--- config.mk ---
export PLATFORM = sky130hd
export DESIGN_NAME = fcvt_s_w_flat
export DESIGN_NICKNAME = d
export VERILOG_FILES = /design/src/rtl/fpu_pkg.sv /design/src/rtl/fcvt_s_w_if.sv /design/src/rtl/fpu_round.sv /design/src/rtl/fcvt_s_w.sv /design/src/flat_wrapper.sv
export SDC_FILE = /design/constraint.sdc
export NUM_CORES = 1
export LEC_CHECK = 0
export CAP_MARGIN = 5
export CORE_ASPECT_RATIO = 0.9
export CORE_MARGIN = 2
export CORE_UTILIZATION = 49
export DETAILED_ROUTE_END_ITERATION = 8
export GPL_TIMING_DRIVEN = 1
export HOLD_SLACK_MARGIN = 0.02
export PLACE_DENSITY = 0.77
export SLEW_MARGIN = 30
export SYNTH_ARGS = -nofsm -noshare
export SYNTH_HDL_FRONTEND = slang
export SYNTH_HIERARCHICAL = 1
export SYNTH_SLANG_ARGS = --single-unit
--- constraint.sdc ---
create_clock -name clk -period 3.3 [get_ports clk]
set_input_delay 0.495 -clock clk [delete_from_list [all_inputs] [get_ports clk]]
set_output_delay 0.495 -clock clk [all_outputs]
set_load 0.01 [all_outputs]
--- src/rtl/fpu_pkg.sv ---
// Shared FPU definitions: converter FSM states, rounding modes, IEEE-754 single
// field widths and a leading-zero counter used by the fast normaliser.
package fpu_pkg;

    typedef enum logic [1:0] {
        S_IDLE  = 2'd0,
        S_NORM  = 2'd1,
        S_ROUND = 2'd2,
        S_DONE  = 2'd3
    } state_e;

    typedef enum logic [2:0] {
        RM_RNE = 3'b000,
        RM_RTZ = 3'b001,
        RM_RDN = 3'b010,
        RM_RUP = 3'b011,
        RM_RMM = 3'b100
    } rm_e;

    localparam int unsigned BIAS  = 127;
    localparam int unsigned EXP_W = 8;
    localparam int unsigned MAN_W = 23;

    // Exponent of a 32-bit integer whose MSB sits at bit 31.
    localparam logic [EXP_W-1:0] EXP_INIT = EXP_W'(BIAS + 31);

    function automatic logic [5:0] lzc32(input logic [31:0] v);
        logic [5:0] n;
        logic       found;
        n     = 6'd32;
        found = 1'b0;
        for (int i = 31; i >= 0; i--) begin
            if (!found && v[i]) begin
                n     = 6'(31 - i);
                found = 1'b1;
            end
        end
        return n;
    endfunction

endpackage

--- src/rtl/fcvt_s_w_if.sv ---
// Request/response bundle of the integer-to-single converter.
// start is accepted only while busy is low; done pulses one cycle and
// result/inexact stay valid from then until the next accepted start.
interface fcvt_s_w_if;
    logic        start;
    logic [31:0] int_in;
    logic        is_unsigned;
    logic [2:0]  rm;
    logic        busy;
    logic        done;
    logic [31:0] result;
    logic        inexact;

    modport master (
        output start, int_in, is_unsigned, rm,
        input  busy, done, result, inexact
    );

    modport slave (
        input  start, int_in, is_unsigned, rm,
        output busy, done, result, inexact
    );
endinterface

--- src/rtl/fpu_round.sv ---
// Round-increment decision shared by FPU converters; unknown rm codes round
// to nearest-even.
module fpu_round
    import fpu_pkg::*;
(
    input  logic [2:0] rm,
    input  logic       sign,
    input  logic       lsb,
    input  logic       guard,
    input  logic       sticky,
    output logic       increment
);

    always_comb begin
        increment = 1'b0;
        case (rm)
            RM_RTZ:  increment = 1'b0;
            RM_RDN:  increment = sign & (guard | sticky);
            RM_RUP:  increment = ~sign & (guard | sticky);
            RM_RMM:  increment = guard;
            default: increment = guard & (sticky | lsb);
        endcase
    end

endmodule

--- src/rtl/fcvt_s_w.sv ---
// FCVT.S.W / FCVT.S.WU: 32-bit integer to IEEE-754 single, multi-cycle.
// Define FCVT_FAST_NORM_EN for a single-cycle barrel-shift normaliser.
module fcvt_s_w
    import fpu_pkg::*;
(
    input  logic       clk,
    input  logic       rst,
    fcvt_s_w_if.slave  bus,
    output state_e     state_o
);

    state_e             state_q, state_d;
    logic [31:0]        mag_q, mag_d;
    logic [EXP_W-1:0]   exp_q, exp_d;
    logic               sign_q, sign_d;
    logic [2:0]         rm_q, rm_d;
    logic [31:0]        result_q, result_d;
    logic               inexact_q, inexact_d;

    logic               round_inc;
    logic [MAN_W:0]     sig_rnd;
    logic [EXP_W-1:0]   exp_rnd;
`ifdef FCVT_FAST_NORM_EN
    logic [5:0]         lz;
    assign lz = lzc32(mag_q);
`endif

    // After NORM the leading one is at bit 31, so it is the hidden bit.
    fpu_round u_round (
        .rm        (rm_q),
        .sign      (sign_q),
        .lsb       (mag_q[8]),
        .guard     (mag_q[7]),
        .sticky    (|mag_q[6:0]),
        .increment (round_inc)
    );

    // A carry out of the fraction leaves it all-zero and bumps the exponent.
    assign sig_rnd = {1'b0, mag_q[30:8]} + {{MAN_W{1'b0}}, round_inc};
    assign exp_rnd = exp_q + {{(EXP_W-1){1'b0}}, sig_rnd[MAN_W]};

    always_comb begin
        state_d   = state_q;
        mag_d     = mag_q;
        exp_d     = exp_q;
        sign_d    = sign_q;
        rm_d      = rm_q;
        result_d  = result_q;
        inexact_d = inexact_q;
        case (state_q)
            S_IDLE: begin
                if (bus.start) begin
                    sign_d  = bus.int_in[31] & ~bus.is_unsigned;
                    mag_d   = (bus.int_in[31] & ~bus.is_unsigned) ? (32'd0 - bus.int_in)
                                                                  : bus.int_in;
                    exp_d   = EXP_INIT;
                    rm_d    = bus.rm;
                    state_d = S_NORM;
                end
            end
            S_NORM: begin
                if (mag_q == 32'd0) begin
                    result_d  = 32'd0;
                    inexact_d = 1'b0;
                    state_d   = S_DONE;
                end else begin
`ifdef FCVT_FAST_NORM_EN
                    mag_d   = mag_q << lz;
                    exp_d   = exp_q - EXP_W'(lz);
                    state_d = S_ROUND;
`else
                    if (mag_q[31]) begin
                        state_d = S_ROUND;
                    end else begin
                        mag_d = {mag_q[30:0], 1'b0};
                        exp_d = exp_q - 1'b1;
                    end
`endif
                end
            end
            S_ROUND: begin
                result_d  = {sign_q, exp_rnd, sig_rnd[MAN_W-1:0]};
                inexact_d = mag_q[7] | (|mag_q[6:0]);
                state_d   = S_DONE;
            end
            S_DONE: begin
                state_d = S_IDLE;
            end
            default: state_d = S_IDLE;
        endcase
    end

    always_ff @(posedge clk) begin
        if (rst) begin
            state_q   <= S_IDLE;
            mag_q     <= 32'd0;
            exp_q     <= '0;
            sign_q    <= 1'b0;
            rm_q      <= 3'd0;
            result_q  <= 32'd0;
            inexact_q <= 1'b0;
        end else begin
            state_q   <= state_d;
            mag_q     <= mag_d;
            exp_q     <= exp_d;
            sign_q    <= sign_d;
            rm_q      <= rm_d;
            result_q  <= result_d;
            inexact_q <= inexact_d;
        end
    end

    assign bus.busy    = (state_q != S_IDLE);
    assign bus.done    = (state_q == S_DONE);
    assign bus.result  = result_q;
    assign bus.inexact = inexact_q;
    assign state_o     = state_q;

endmodule

--- src/flat_wrapper.sv ---
// flat-port wrapper written by rule: the top's interface ports become plain ports
module fcvt_s_w_flat import fpu_pkg::*;
  (clk, rst, state_o, bus_start, bus_int_in, bus_is_unsigned, bus_rm, bus_busy, bus_done, bus_result, bus_inexact);
  fcvt_s_w_if bus_i ();
  input  logic clk;
  input  logic rst;
  output state_e state_o;
  input wire logic [$bits(bus_i.start)-1:0] bus_start;
  input wire logic [$bits(bus_i.int_in)-1:0] bus_int_in;
  input wire logic [$bits(bus_i.is_unsigned)-1:0] bus_is_unsigned;
  input wire logic [$bits(bus_i.rm)-1:0] bus_rm;
  output wire logic [$bits(bus_i.busy)-1:0] bus_busy;
  output wire logic [$bits(bus_i.done)-1:0] bus_done;
  output wire logic [$bits(bus_i.result)-1:0] bus_result;
  output wire logic [$bits(bus_i.inexact)-1:0] bus_inexact;
  assign bus_i.start = bus_start;
  assign bus_i.int_in = bus_int_in;
  assign bus_i.is_unsigned = bus_is_unsigned;
  assign bus_i.rm = bus_rm;
  assign bus_busy = bus_i.busy;
  assign bus_done = bus_i.done;
  assign bus_result = bus_i.result;
  assign bus_inexact = bus_i.inexact;
  fcvt_s_w u_core (.clk(clk), .rst(rst), .bus(bus_i), .state_o(state_o));
endmodule
==> run_results.csv <==
group,metric,value,unit
clock_tree,cts_buffer_depth,2,
worst_setup_path,worst_ep_required_time,3.60,ns
floorplanning,fp.dieH,96.8,um
yosys,synth_seq_cells,79,
clock_tree,clkTransAtPathRegs,0.08,ns
sta,skew,0.0101,ns
worst_setup_path,critPathKind,"reg -> reg",
sta,hold_ws,0.452,ns
job,drv_cap,0,
floorplanning,die-area,10400,sq um
sta,setup_violations,0,
final_layout,final_common_cell,"dfxtp_1",
pwr,powerDensity,761,nW/um^2
yosys,synth_nets,642,
sta,rsz0062_at_grt,"yes",
clock_tree,cts_max_level,3,
clock_tree,cts_root_buf,"clkbuf_8",
worst_setup_path,crit_path_end_kind,"flip-flop",
worst_setup_path,cpLargestDelayFamily,"simple AND/OR/NAND/NOR gates",
clock_tree,cts_tree,"done",
clock_tree,cts_hold_buf,0,
yosys,yosys_warnings,6,
worst_hold_path,hp-class,"reg -> reg",
worst_setup_path,slowest_stage,"or4_4",
yosys,synth.area.top_cells,"dfxtp_1 34%, a21oi_1 6.6%, xnor2_1 6.3%",
yosys,synth_enable_flop_cells,0,
yosys,syn_area,4690,sq um
drt,vias,4605,
global_route,grt_pass1_wl,20800,um
global_route,grt_pass1_vias,4366,
clock_tree,cts_buffers,9,
floorplanning,row_count,33,
worst_setup_path,r2r_slack,0.13,ns
clock_tree,worstSkewPairLatency,0.36,ns
place,placement.setup.worst_slack,-0.0430,ns
final_layout,syn_to_final_growth,22.1,%
global_route,grt-ovfl-total,0,
sta,fin_crit_sh,0.961,
yosys,synthArstFlopShare,0,
yosys,yosysTopAreaCell,"dfxtp_1",
worst_setup_path,cp_data_arrival_time,3.47,ns
global_route,antenna_found_initial,0,
yosys,syn_area_per_cell,7.92,sq um
global_route,grt_usage,0.247,
pwr,peakVddDrop,0.000444,V
place,gp_congestion,0.895,
drt,drt-pass1-iter-count,5,
place,hpwl,9160,um
sta,min_period,3.17,ns
floorplanning,start_util,0.509,
yosys,synth_top_area_share,0.337,
drt,first_iter_violations,361,
worst_setup_path,worstSetupStartpointType,"flip-flop",
sta,worstMarginPinSlew,0.681,ns
final_layout,antenna_cells,0,
worst_setup_path,path_buf_inv,0,
yosys,ys.flop_type,"dfxtp_1",
floorplanning,core-area,9210,sq um
drt,drc,0,
drt,ant_nets,0,
sta,fmax,315,MHz
yosys,synth_cell_type_count,60,
place,portBuffers,75,
pwr,p_total,0.00436,W
pwr,leakage,2.01,nW
worst_setup_path,critPathMaxStageDelay,0.54,ns
worst_setup_path,worstPathMaxFanout,4,
sta,finalMaxSlewViolations,0,
sta,slew_headroom,0.546,
outcome,status,"complete, no violations",
clock_tree,cts_sinks,79,
final_layout,fin_nets,697,
drt,wire_per_inst,16.2,um
yosys,syn_inst,592,
final_layout,final_cell_mix,"79 x dfxtp_1, 74 x clkdlybuf4s50_1, 62 x nand2_1, 59 x a21oi_1, 51 x nand3_1",
sta,fin_ws,0.130,ns
floorplanning,fp.dieW,107,um
sta,final-hold-violation-count,0,
floorplanning,io_pins,76,
yosys,yosysSeqAreaShare,0.337,
clock_tree,cts_setup_buffers,0,
worst_setup_path,crit_path_cell_trace,"or4_4 > or4_4 > nor2_4 > nor4b_1 > a311o_1 > ha_2 > nand2_1 > nor3_1 > nand2_1 > nor2_1 > ha_2 > nand4_1 > or2_2 > xnor2_1 > nand3_1 > a21oi_2",
drt,vias_per_cell,5.95,
global_route,grt_max_degree,39,
drt,drt_wl_total,12600,um
final_layout,drive_gt1_frac,0.0767,
==> through the flow <==
step | util | instances | instance area [sq um] | TNS (ns)
2_1_floorplan | - | 592 | 4690 | 0
3_3_place_gp | 0.595 | 758 | 5480 | 0
3_5_place_dp | 0.595 | 758 | 5480 | -0.198
4_1_cts | 0.619 | 774 | 5700 | 0
5_1_grt | 0.622 | 774 | 5730 | -0.0416
6_report | 0.622 | 774 | 5730 | 0
==> power breakdown <==
part           internal [W]  switching, W
registers           0.00120      0.000439
logic              0.000808       0.00113
clock network      0.000428      0.000361
total               0.00243       0.00193
==> metal layers <==
layer	GRT usage	wire length [um]	part of all wire	up-vias
met5	0	0	0	-
met4	0.0649	200	0.016	0
met3	0.0586	856	0.068	27
met2	0.405	5970	0.47	165
met1	0.325	5550	0.44	2161
li1	-	-	-	2252
==> timing repair <==
action / 4_1_cts / 5_1_grt
resized for setup: 3 / 7
pin swaps: 2 / 2
endpoints found under the setup margin: 8 / 15
==> kinds of logic after synthesis <==
family,count (synthesis),share of synthesized area
xor+xnor,56,0.105
fa+ha+maj,11,0.0293
mux,7,0.0149
simple gates,239,0.252
compound gates,141,0.203
buf+inv,59,0.0587
flops,79,0.337
==> state kept, by name, summed over array words and instances (netlist names) <==
register / cells
u_core/bus.result: 32
u_core/mag_q: 32
u_core/exp_q: 8
u_core/rm_q: 3
u_core/state_o: 2
u_core/bus.inexact: 1
u_core/sign_q: 1
==> final timing paths <==
path	start	to	cells after the start
setup / recovery	u_core/mag_q[1]$_SDFFE_PP0P_	u_core/bus.result[30]$_SDFFE_PP0P_	16
hold / removal	u_core/bus.result[0]$_SDFFE_PP0P_	u_core/bus.result[0]$_SDFFE_PP0P_	2
setup reg to reg	u_core/mag_q[1]$_SDFFE_PP0P_	u_core/bus.result[30]$_SDFFE_PP0P_	16
hold reg to reg	u_core/bus.result[0]$_SDFFE_PP0P_	u_core/bus.result[0]$_SDFFE_PP0P_	2
==> cell type report <==
class	count	area, sq um
multi-input combinational	454	2880
clock inverter	5	81.3
clock buffer	11	131
timing repair buffer	89	851
sequential	79	1580
tap	122	153
inverter	14	52.6
fill	817	3480
==> Yosys cell counts, types with 3 or more instances <==
master and instances:
mux2i_1 7, nor4_1 10, a22oi_1 3, a211oi_1 9, a21oi_1 62, or3_1 5, clkbuf_1 30, nor3_1 16
and3_1 7, nand2b_1 5, xnor2_1 34, ha_1 11, dfxtp_1 79, and4_1 3, nor2_1 51, nand3_1 51
a311oi_1 6, nand4_1 13, nand2_1 62, o41ai_1 4, buf_2 9, o221ai_1 14, a31oi_1 4, or4_1 3
xor2_1 22, nor4b_1 3, o21ai_0 15, inv_1 12
==> worst register-to-register path: cells and delay by family (launching register included) <==
family	cells	cell delay, ns
and+or+nand+nor	11	1.81
adders and majority gates	2	0.39
DFF	1	0.33
AOI/OAI and AO/OA	2	0.49
xor gates and xnor gates	1	0.10
No activity file was read; power rests on OpenSTA's default activity.
